===== src/rtl/usr_sequencer.sv =====
// -----------------------------------------------------------------------------
// usr_sequencer
//
// Purpose:
//   Sequencer for an external universal shift register. It accepts one
//   operation at a time and runs these steps:
//     1. Parallel-load the operand.
//     2. Apply 'count' shift or rotate steps.
//     3. Capture the register output.
//     4. Pulse 'done'.
//   A rotate is built from the register's plain shift modes. The bit that
//   falls off one end of q is fed back into the serial input at the other end.
//
// Parameters:
//   WIDTH  data width of the controlled shift register
//   CNT_W  width of the shift-count field
//
// Ports:
//   clk         sole clock, rising edge
//   rst         asynchronous active-high reset
//   start       operation request, sampled in IDLE only
//   cmd[1:0]    00 shift right, 01 shift left, 10 rotate right, 11 rotate left
//   count       number of shift cycles (0 .. 2^CNT_W-1)
//   load_data   operand parallel-loaded into the register
//   fill        serial fill bit used by the plain shift commands
//   q           register output fed back from the shift register
//   abort       (USR_SEQ_ABORT_EN only) abandon the running operation
//   sel[1:0]    register mode: 00 hold, 01 shift right, 10 shift left, 11 load
//   D           parallel-load data to the register
//   data_in_sr  serial input for right shift (enters at MSB)
//   data_in_sl  serial input for left shift (enters at LSB)
//   busy        operation in progress
//   done        one-cycle completion pulse
//   result      register value captured at the end of the last operation
//
// Configuration macro:
//   USR_SEQ_ABORT_EN  when defined, adds the 'abort' input and its logic.
//
// Output policy:
//   busy, sel and D are decoded from registered state only. data_in_sr and
//   data_in_sl are also decoded from registered state, plus q when rotating.
//   q must pass through combinationally, because the rotated bit has to
//   reach the register in the same cycle that it shifts.
//   done and result are registers.
// -----------------------------------------------------------------------------
module usr_sequencer #(
    parameter int WIDTH = 4,
    parameter int CNT_W = 3
) (
    input  logic             clk,
    input  logic             rst,
    input  logic             start,
    input  logic [1:0]       cmd,
    input  logic [CNT_W-1:0] count,
    input  logic [WIDTH-1:0] load_data,
    input  logic             fill,
    input  logic [WIDTH-1:0] q,
`ifdef USR_SEQ_ABORT_EN
    input  logic             abort,
`endif
    output logic [1:0]       sel,
    output logic [WIDTH-1:0] D,
    output logic             data_in_sr,
    output logic             data_in_sl,
    output logic             busy,
    output logic             done,
    output logic [WIDTH-1:0] result
);

    typedef enum logic [1:0] {
        ST_IDLE    = 2'b00,
        ST_LOAD    = 2'b01,
        ST_SHIFT   = 2'b10,
        ST_CAPTURE = 2'b11
    } state_t;

    localparam logic [1:0] SEL_HOLD  = 2'b00;
    localparam logic [1:0] SEL_RIGHT = 2'b01;
    localparam logic [1:0] SEL_LEFT  = 2'b10;
    localparam logic [1:0] SEL_LOAD  = 2'b11;

    localparam logic [1:0] CMD_SHR = 2'b00;
    localparam logic [1:0] CMD_SHL = 2'b01;
    localparam logic [1:0] CMD_ROR = 2'b10;
    localparam logic [1:0] CMD_ROL = 2'b11;

    localparam logic [CNT_W-1:0] CNT_ZERO = {CNT_W{1'b0}};
    localparam logic [CNT_W-1:0] CNT_ONE  = {{(CNT_W-1){1'b0}}, 1'b1};

    state_t            r_state;
    state_t            w_next_run;   // next state when no abort is pending
    state_t            w_next;
    logic [1:0]        r_cmd;
    logic [WIDTH-1:0]  r_load_data;
    logic              r_fill;
    logic [CNT_W-1:0]  r_cnt;        // shifts still to perform
    logic              w_abort;
    logic              w_capture;

`ifdef USR_SEQ_ABORT_EN
    // Abort only acts on a running operation; in IDLE it is ignored.
    assign w_abort = abort && (r_state != ST_IDLE);
`else
    assign w_abort = 1'b0;
`endif

    // The capture is skipped when an abort lands in the CAPTURE cycle.
    assign w_capture = (r_state == ST_CAPTURE) && !w_abort;

    // Next-state logic for an uninterrupted operation.
    always_comb begin
        w_next_run = r_state;
        case (r_state)
            ST_IDLE: begin
                if (start) begin
                    w_next_run = ST_LOAD;
                end else begin
                    w_next_run = ST_IDLE;
                end
            end
            ST_LOAD: begin
                if (r_cnt != CNT_ZERO) begin
                    w_next_run = ST_SHIFT;
                end else begin
                    w_next_run = ST_CAPTURE;
                end
            end
            ST_SHIFT: begin
                // The last shift happens on this edge when one step remains.
                if (r_cnt == CNT_ONE) begin
                    w_next_run = ST_CAPTURE;
                end else begin
                    w_next_run = ST_SHIFT;
                end
            end
            ST_CAPTURE: begin
                w_next_run = ST_IDLE;
            end
            default: begin
                w_next_run = ST_IDLE;
            end
        endcase
    end

    // An abort overrides the normal sequence.
    always_comb begin
        w_next = w_next_run;
        if (w_abort) begin
            w_next = ST_IDLE;
        end else begin
            w_next = w_next_run;
        end
    end

    // State register.
    always_ff @(posedge clk or posedge rst) begin
        if (rst) begin
            r_state <= ST_IDLE;
        end else begin
            r_state <= w_next;
        end
    end

    // Latch the operation fields on an accepted start.
    always_ff @(posedge clk or posedge rst) begin
        if (rst) begin
            r_cmd       <= 2'b00;
            r_load_data <= {WIDTH{1'b0}};
            r_fill      <= 1'b0;
        end else if ((r_state == ST_IDLE) && start) begin
            r_cmd       <= cmd;
            r_load_data <= load_data;
            r_fill      <= fill;
        end else begin
            r_cmd       <= r_cmd;
            r_load_data <= r_load_data;
            r_fill      <= r_fill;
        end
    end

    // Remaining-shift down-counter.
    // It loads at start and decrements once per SHIFT cycle.
    always_ff @(posedge clk or posedge rst) begin
        if (rst) begin
            r_cnt <= CNT_ZERO;
        end else if ((r_state == ST_IDLE) && start) begin
            r_cnt <= count;
        end else if ((r_state == ST_SHIFT) && (r_cnt != CNT_ZERO)) begin
            r_cnt <= r_cnt - CNT_ONE;
        end else begin
            r_cnt <= r_cnt;
        end
    end

    // Completion pulse and captured result.
    always_ff @(posedge clk or posedge rst) begin
        if (rst) begin
            done   <= 1'b0;
            result <= {WIDTH{1'b0}};
        end else if (w_capture) begin
            done   <= 1'b1;
            result <= q;
        end else begin
            done   <= 1'b0;
            result <= result;
        end
    end

    // Register-control decode from the current state and latched command.
    always_comb begin
        sel        = SEL_HOLD;
        D          = {WIDTH{1'b0}};
        data_in_sr = 1'b0;
        data_in_sl = 1'b0;
        case (r_state)
            ST_LOAD: begin
                sel = SEL_LOAD;
                D   = r_load_data;
            end
            ST_SHIFT: begin
                case (r_cmd)
                    CMD_SHR: begin
                        sel        = SEL_RIGHT;
                        data_in_sr = r_fill;
                    end
                    CMD_SHL: begin
                        sel        = SEL_LEFT;
                        data_in_sl = r_fill;
                    end
                    CMD_ROR: begin
                        // The LSB leaving on the right re-enters at the MSB.
                        sel        = SEL_RIGHT;
                        data_in_sr = q[0];
                    end
                    CMD_ROL: begin
                        // The MSB leaving on the left re-enters at the LSB.
                        sel        = SEL_LEFT;
                        data_in_sl = q[WIDTH-1];
                    end
                    default: begin
                        sel = SEL_HOLD;
                    end
                endcase
            end
            ST_CAPTURE: begin
                sel = SEL_HOLD;
            end
            default: begin
                sel = SEL_HOLD;
            end
        endcase
    end

    // busy covers LOAD, SHIFT and CAPTURE.
    always_comb begin
        busy = 1'b0;
        if (r_state != ST_IDLE) begin
            busy = 1'b1;
        end else begin
            busy = 1'b0;
        end
    end

endmodule


===== config.mk =====
export PLATFORM = sky130hd
export DESIGN_NAME = usr_sequencer
export DESIGN_NICKNAME = d
export VERILOG_FILES = /design/src/rtl/usr_sequencer.sv
export SDC_FILE = /design/constraint.sdc
export NUM_CORES = 1
export LEC_CHECK = 0
export CAP_MARGIN = 15
export CORE_MARGIN = 8
export CORE_UTILIZATION = 39
export CTS_CLUSTER_DIAMETER = 30
export DETAILED_ROUTE_END_ITERATION = 16
export PLACE_DENSITY = 0.74
export SLEW_MARGIN = 20
export SYNTH_ARGS = -nofsm -noshare
export SYNTH_HDL_FRONTEND = slang
export SYNTH_SLANG_ARGS = --single-unit

===== constraint.sdc =====
create_clock -name clk -period 1.41 [get_ports clk]
set_input_delay 0.2115 -clock clk [delete_from_list [all_inputs] [get_ports clk]]
set_output_delay 0.2115 -clock clk [all_outputs]
set_load 0.02 [all_outputs]

* Yosys cells after proc, flatten, opt, wreduce, memory -nomap -nowiden
Cells that the tools add are included.
** Operators by class
- Equality and inequality tests :: 7
- Bitwise operators :: 0
- $mul :: 0
- Div/mod/pow operators :: 0
- Muxes and demuxes :: 15
- Shift-type cells :: 0
- $lt $le $gt $ge :: 0
- Add/subtract/negate cells :: 1
- Reductions and logical operators :: 9
** Operator list (count)
- $eq A2 B2 Y1 const B :: 4
- $pmux W2 S2 :: 2
- $pmux W2 S4 :: 1
- $mux W1 :: 7
- $mux W3 :: 2
- $eq A2 B1 Y1 const B :: 2
- $logic_not A2 Y1 :: 2
- $mux W4 :: 1
- $pmux W1 S2 :: 2
- $reduce_bool A2 Y1 :: 2
- $reduce_or A2 Y1 :: 2
- $eq A3 B1 Y1 const B :: 1
- $reduce_bool A3 Y1 :: 1
- $sub A3 B1 Y3 const B :: 1
- $logic_and A1 B1 Y1 :: 2
** Storage, ports and cells
- Latch bits :: 0
- Bits in writable memories :: 0
- Bits of input ports :: 17
- Logic and storage cells :: 39
- Memories kept :: 0
- Output and inout port bits :: 14
- Memory bits (read-only) :: 0
- Flip-flop bits (word level) :: 17

* Logic depth before layout (Yosys ltp)
- Word-level depth :: 4
- Mapped depth :: 6
- Gate-level depth less buffers :: 5

* Worst setup path before layout
No wires, ideal clock.
- Path kind :: register -> output
- Start :: register r_state[0]
- End :: output port data_in_sr
- Stages on the path, launching flop included :: 5
- Data arrival time :: 1.261 ns
- Path slack :: -0.062 ns
- Data required time :: 1.199 ns
- Buffers on the path :: 0
- Path through :: dfrtp_1 inv_1 ha_1 inv_2 nor3_1
** Between the ends
- Cells in the longest elaborated chain, start to end :: 2
** Ends and longest elaborated chain
- start: declaration :: line 90 : state_t r_state;
- start signal: assignment :: line 160 : r_state <= w_next;
- $eq A2 B2 Y1 :: line 215 : case (r_state)
- $mux W1 :: line 215
- end: declaration :: line 63 : output logic data_in_sr,
Every way passes these cells.

* Worst setup path after layout
- Start :: register r_state[1]
- End :: output port sel[1]
** Between the ends
- Cells in the longest elaborated chain, start to end :: 2
- Elaborated cells between the ends (all ways) :: 3
- Classes of those cells :: eq/ne (2); mux (1)
** Ends and longest elaborated chain
- $eq A2 B2 Y1 or $eq A2 B1 Y1 (tied branches) :: line 215
- $pmux W2 S2 (*) :: line 215
- end: declaration :: line 61 : output logic [1:0] sel,
Mark *: on every way between the ends. The rest lies on a longest branch, timed or not.

==> impl_metrics.toml <==
[synth]
synth_area_leaders = "dfrtp_1, mux2_2, ha_1, mux2i_1, and2_1"
seq_area_frac_synth_pct = 49.6
yosysWarnings = 0
netlist_instances = 75
syn_area_per_cell_sq_um = 11.4
yosys_register_bits = 17
yosysTopAreaCellShare_pct = 49.6
synth_top_area_cell = "dfrtp_1"
synth_fp_nets = 100
ys_types = 19
syn_area_sq_um = 858

[sta]
rsz0062_at_grt = "true"
setup_viol = 10
worst_clock_skew_ps = 2.23
timing.slew.headroom_pct = 83.2
hold_violations = 0
setup_ws_ps = -193
period_minus_slack_ps = 1600
worst_slew_pin_slew_ps = 251
post-route-period-util_pct = 114
max_freq_mhz = 624
setup_tns_ps = -1250
slew_violations = 0

[critical_path]
crit_fanout = 7
cp-end-kind = "output pin"
crit_family = "flip-flops"
regToRegSetupSlack_ps = -30
cp_cell_sequence = "inv_2 -> ha_4 -> a21oi_2 -> nor2b_2 -> buf_6"
max_stage_delay_ps = 440
crit_type = "flop to output pin"
crit_arrival_ps = 1390
critPathBufInv = 2
cp.required_ps = 1200
critPathSlowestCell = "dfrtp_1"
crit_path_start_kind = "flop"

[grt]
grt_usage_pct = 11.1
grt_pass1_vias = 795
grt_pass1_wl_mm = 3.60
grt_overflow_total = 0
grt_max_degree = 18
antenna_found_initial = 0

[clocking]
cts_buffers = 3
cts-root-buf = "clkbuf_4"
cts_tree = "done"
cts.htree.levels = 1
clk_pin_slew_ps = 100
clkLatencyLatePin_ps = 290
clk_path_buf_depth = 2
clkSinkCount = 17

[run_status]
violations = "negative setup slack"
status = "finished, violations left"

[die]
fp-row-count = 17
io_pins = 31
fp.dieH_um = 62.9
initial_utilization_pct = 40.0
core_area_sq_um = 2150
die_area_sq_um = 3960
die_w_um = 62.9

[placed_design]
gp_congestion = 0.757
dpl-instance-area_sq_um = 1270
dp_hpwl_mm = 1.63
io_buffers = 30

[hold_path]
hold_path.class = "input port to asynchronous set/reset pin"

[routing]
vias = 740
route.final.wire_length_mm = 2.26
routedWlPerCell_um = 14.7
viasPerCell = 4.84
first_pass_iters = 4
drc = 0
postRouteAntennaNets = 0
dr.first_iter.drc_count = 23

[cells_and_area]
drive_gt1_share_pct = 48.0
syn_to_final_growth_pct = 67.1
n_antenna_cell = 0
final_area_sq_um = 1430
nets = 151

[power]
p_leak_nw = 0.666
p_per_area_nw_per_um2 = 2290
ir_drop_uv = 1230

[run]
max-cap-violations = 0
==> cell usage after synthesis <==
master,n
o21a_1,1
inv_1,6
dfrtp_1,17
nand2_1,4
nor2b_1,2
mux2_2,11
nor2_1,6
ha_1,8
o21ai_0,2
or3_1,2
o31ai_1,1
a21oi_1,2
and2_1,4
buf_2,1
a31oi_1,2
a22oi_1,1
inv_2,1
mux2i_1,3
nor3_1,1
==> state kept, by name, summed over array words and instances, names as in the netlist <==
name and cells:
result 4, r_cmd 2, r_load_data 4, r_state 2, done 1, r_cnt 3, r_fill 1
==> layer usage <==
layer  up-vias  part of all wire, %  routed length (um)  global-route usage [%]
met5         -                    0                   0                       0
met4         0                  2.1                  48                    5.98
met3         5                  3.6                  82                    2.69
met2        18                   53                1180                    17.8
met1       362                   42                 940                    13.2
li1        355                    -                   -                       -
==> worst paths after layout <==
kind,endpoint,depth (start not counted),startpoint
min in group clk,r_cnt[2],3,count[2]
max in group asynchronous,result[2],3,rst
worst max register to register,r_cnt[1],6,r_state[0]
worst max-delay path,sel[1],5,r_state[1]
worst min-delay path,r_fill,3,rst
worst min register to register,r_load_data[3],1,r_load_data[3]
==> worst min-delay path, cell delays in order <==
cell and delay (ps):
clkdlybuf4s50_1 390, inv_1 50, buf_4 230
==> metrics by stage <==
step / utilization, % / hold slack [ps] / setup WS, ps / total power, mW / std cells
after floorplan: - / 138 / 12.0 / 1.84 / 75
after global placement: 59.1 / 480 / -388 / 2.55 / 142
after detailed placement: 59.1 / 487 / -395 / 2.61 / 142
after CTS: 62.6 / 213 / -188 / 3.01 / 147
after global routing: 66.7 / 250 / -248 / 3.51 / 153
final: 66.7 / 213 / -193 / 3.28 / 153
==> final cells by class <==
| type | instances | area (sq um) |
|---|---|---|
| fillers | 172 | 714 |
| well taps | 28 | 35.0 |
| flip-flops and latches | 17 | 425 |
| inverters | 7 | 28.8 |
| repair buffers | 47 | 440 |
| clock buffers | 4 | 26.3 |
| multi-input cells | 50 | 478 |
==> logic make-up (layout without fill, tap and decap cells) <==
| logic type | count (synthesis) | count (layout) | share of synthesized area [%] |
|---|---|---|---|
| and+or+nand+nor | 19 | 19 | 10.8 |
| DFF | 17 | 17 | 49.6 |
| muxes | 14 | 14 | 17.9 |
| AOI/OAI and AO/OA | 9 | 9 | 6.41 |
| adders and majority gates | 8 | 8 | 11.7 |
| buffers and inverters | 8 | 58 | 3.64 |
==> power breakdown <==
part,internal (mW),switching (mW),total [mW]
clock network,0.110,0.157,0.267
logic,1.14,0.953,2.10
registers,0.739,0.182,0.921
total,1.99,1.29,3.28
==> what timing repair did <==
item / CTS / global route
hold buffers: 0 / 0
setup endpoints to repair: 16 / 15
resized for setup: 67 / 15
pin swaps: 8 / 3
hold endpoints to repair: 0 / 0
buffers inserted: 1 / 6
==> placed cells by master (no fill, tap or decap), types with 4 or more instances in the layout <==
master	netlist	routed
buf_6	0	11
nor2_1	6	4
ha_1	8	5
buf_4	0	15
and2_4	0	4
dlygate4sd2_1	0	5
dfrtp_1	17	17
clkdlybuf4s50_1	0	16
mux2_2	11	11
No activity file was read; power rests on OpenSTA's default activity.
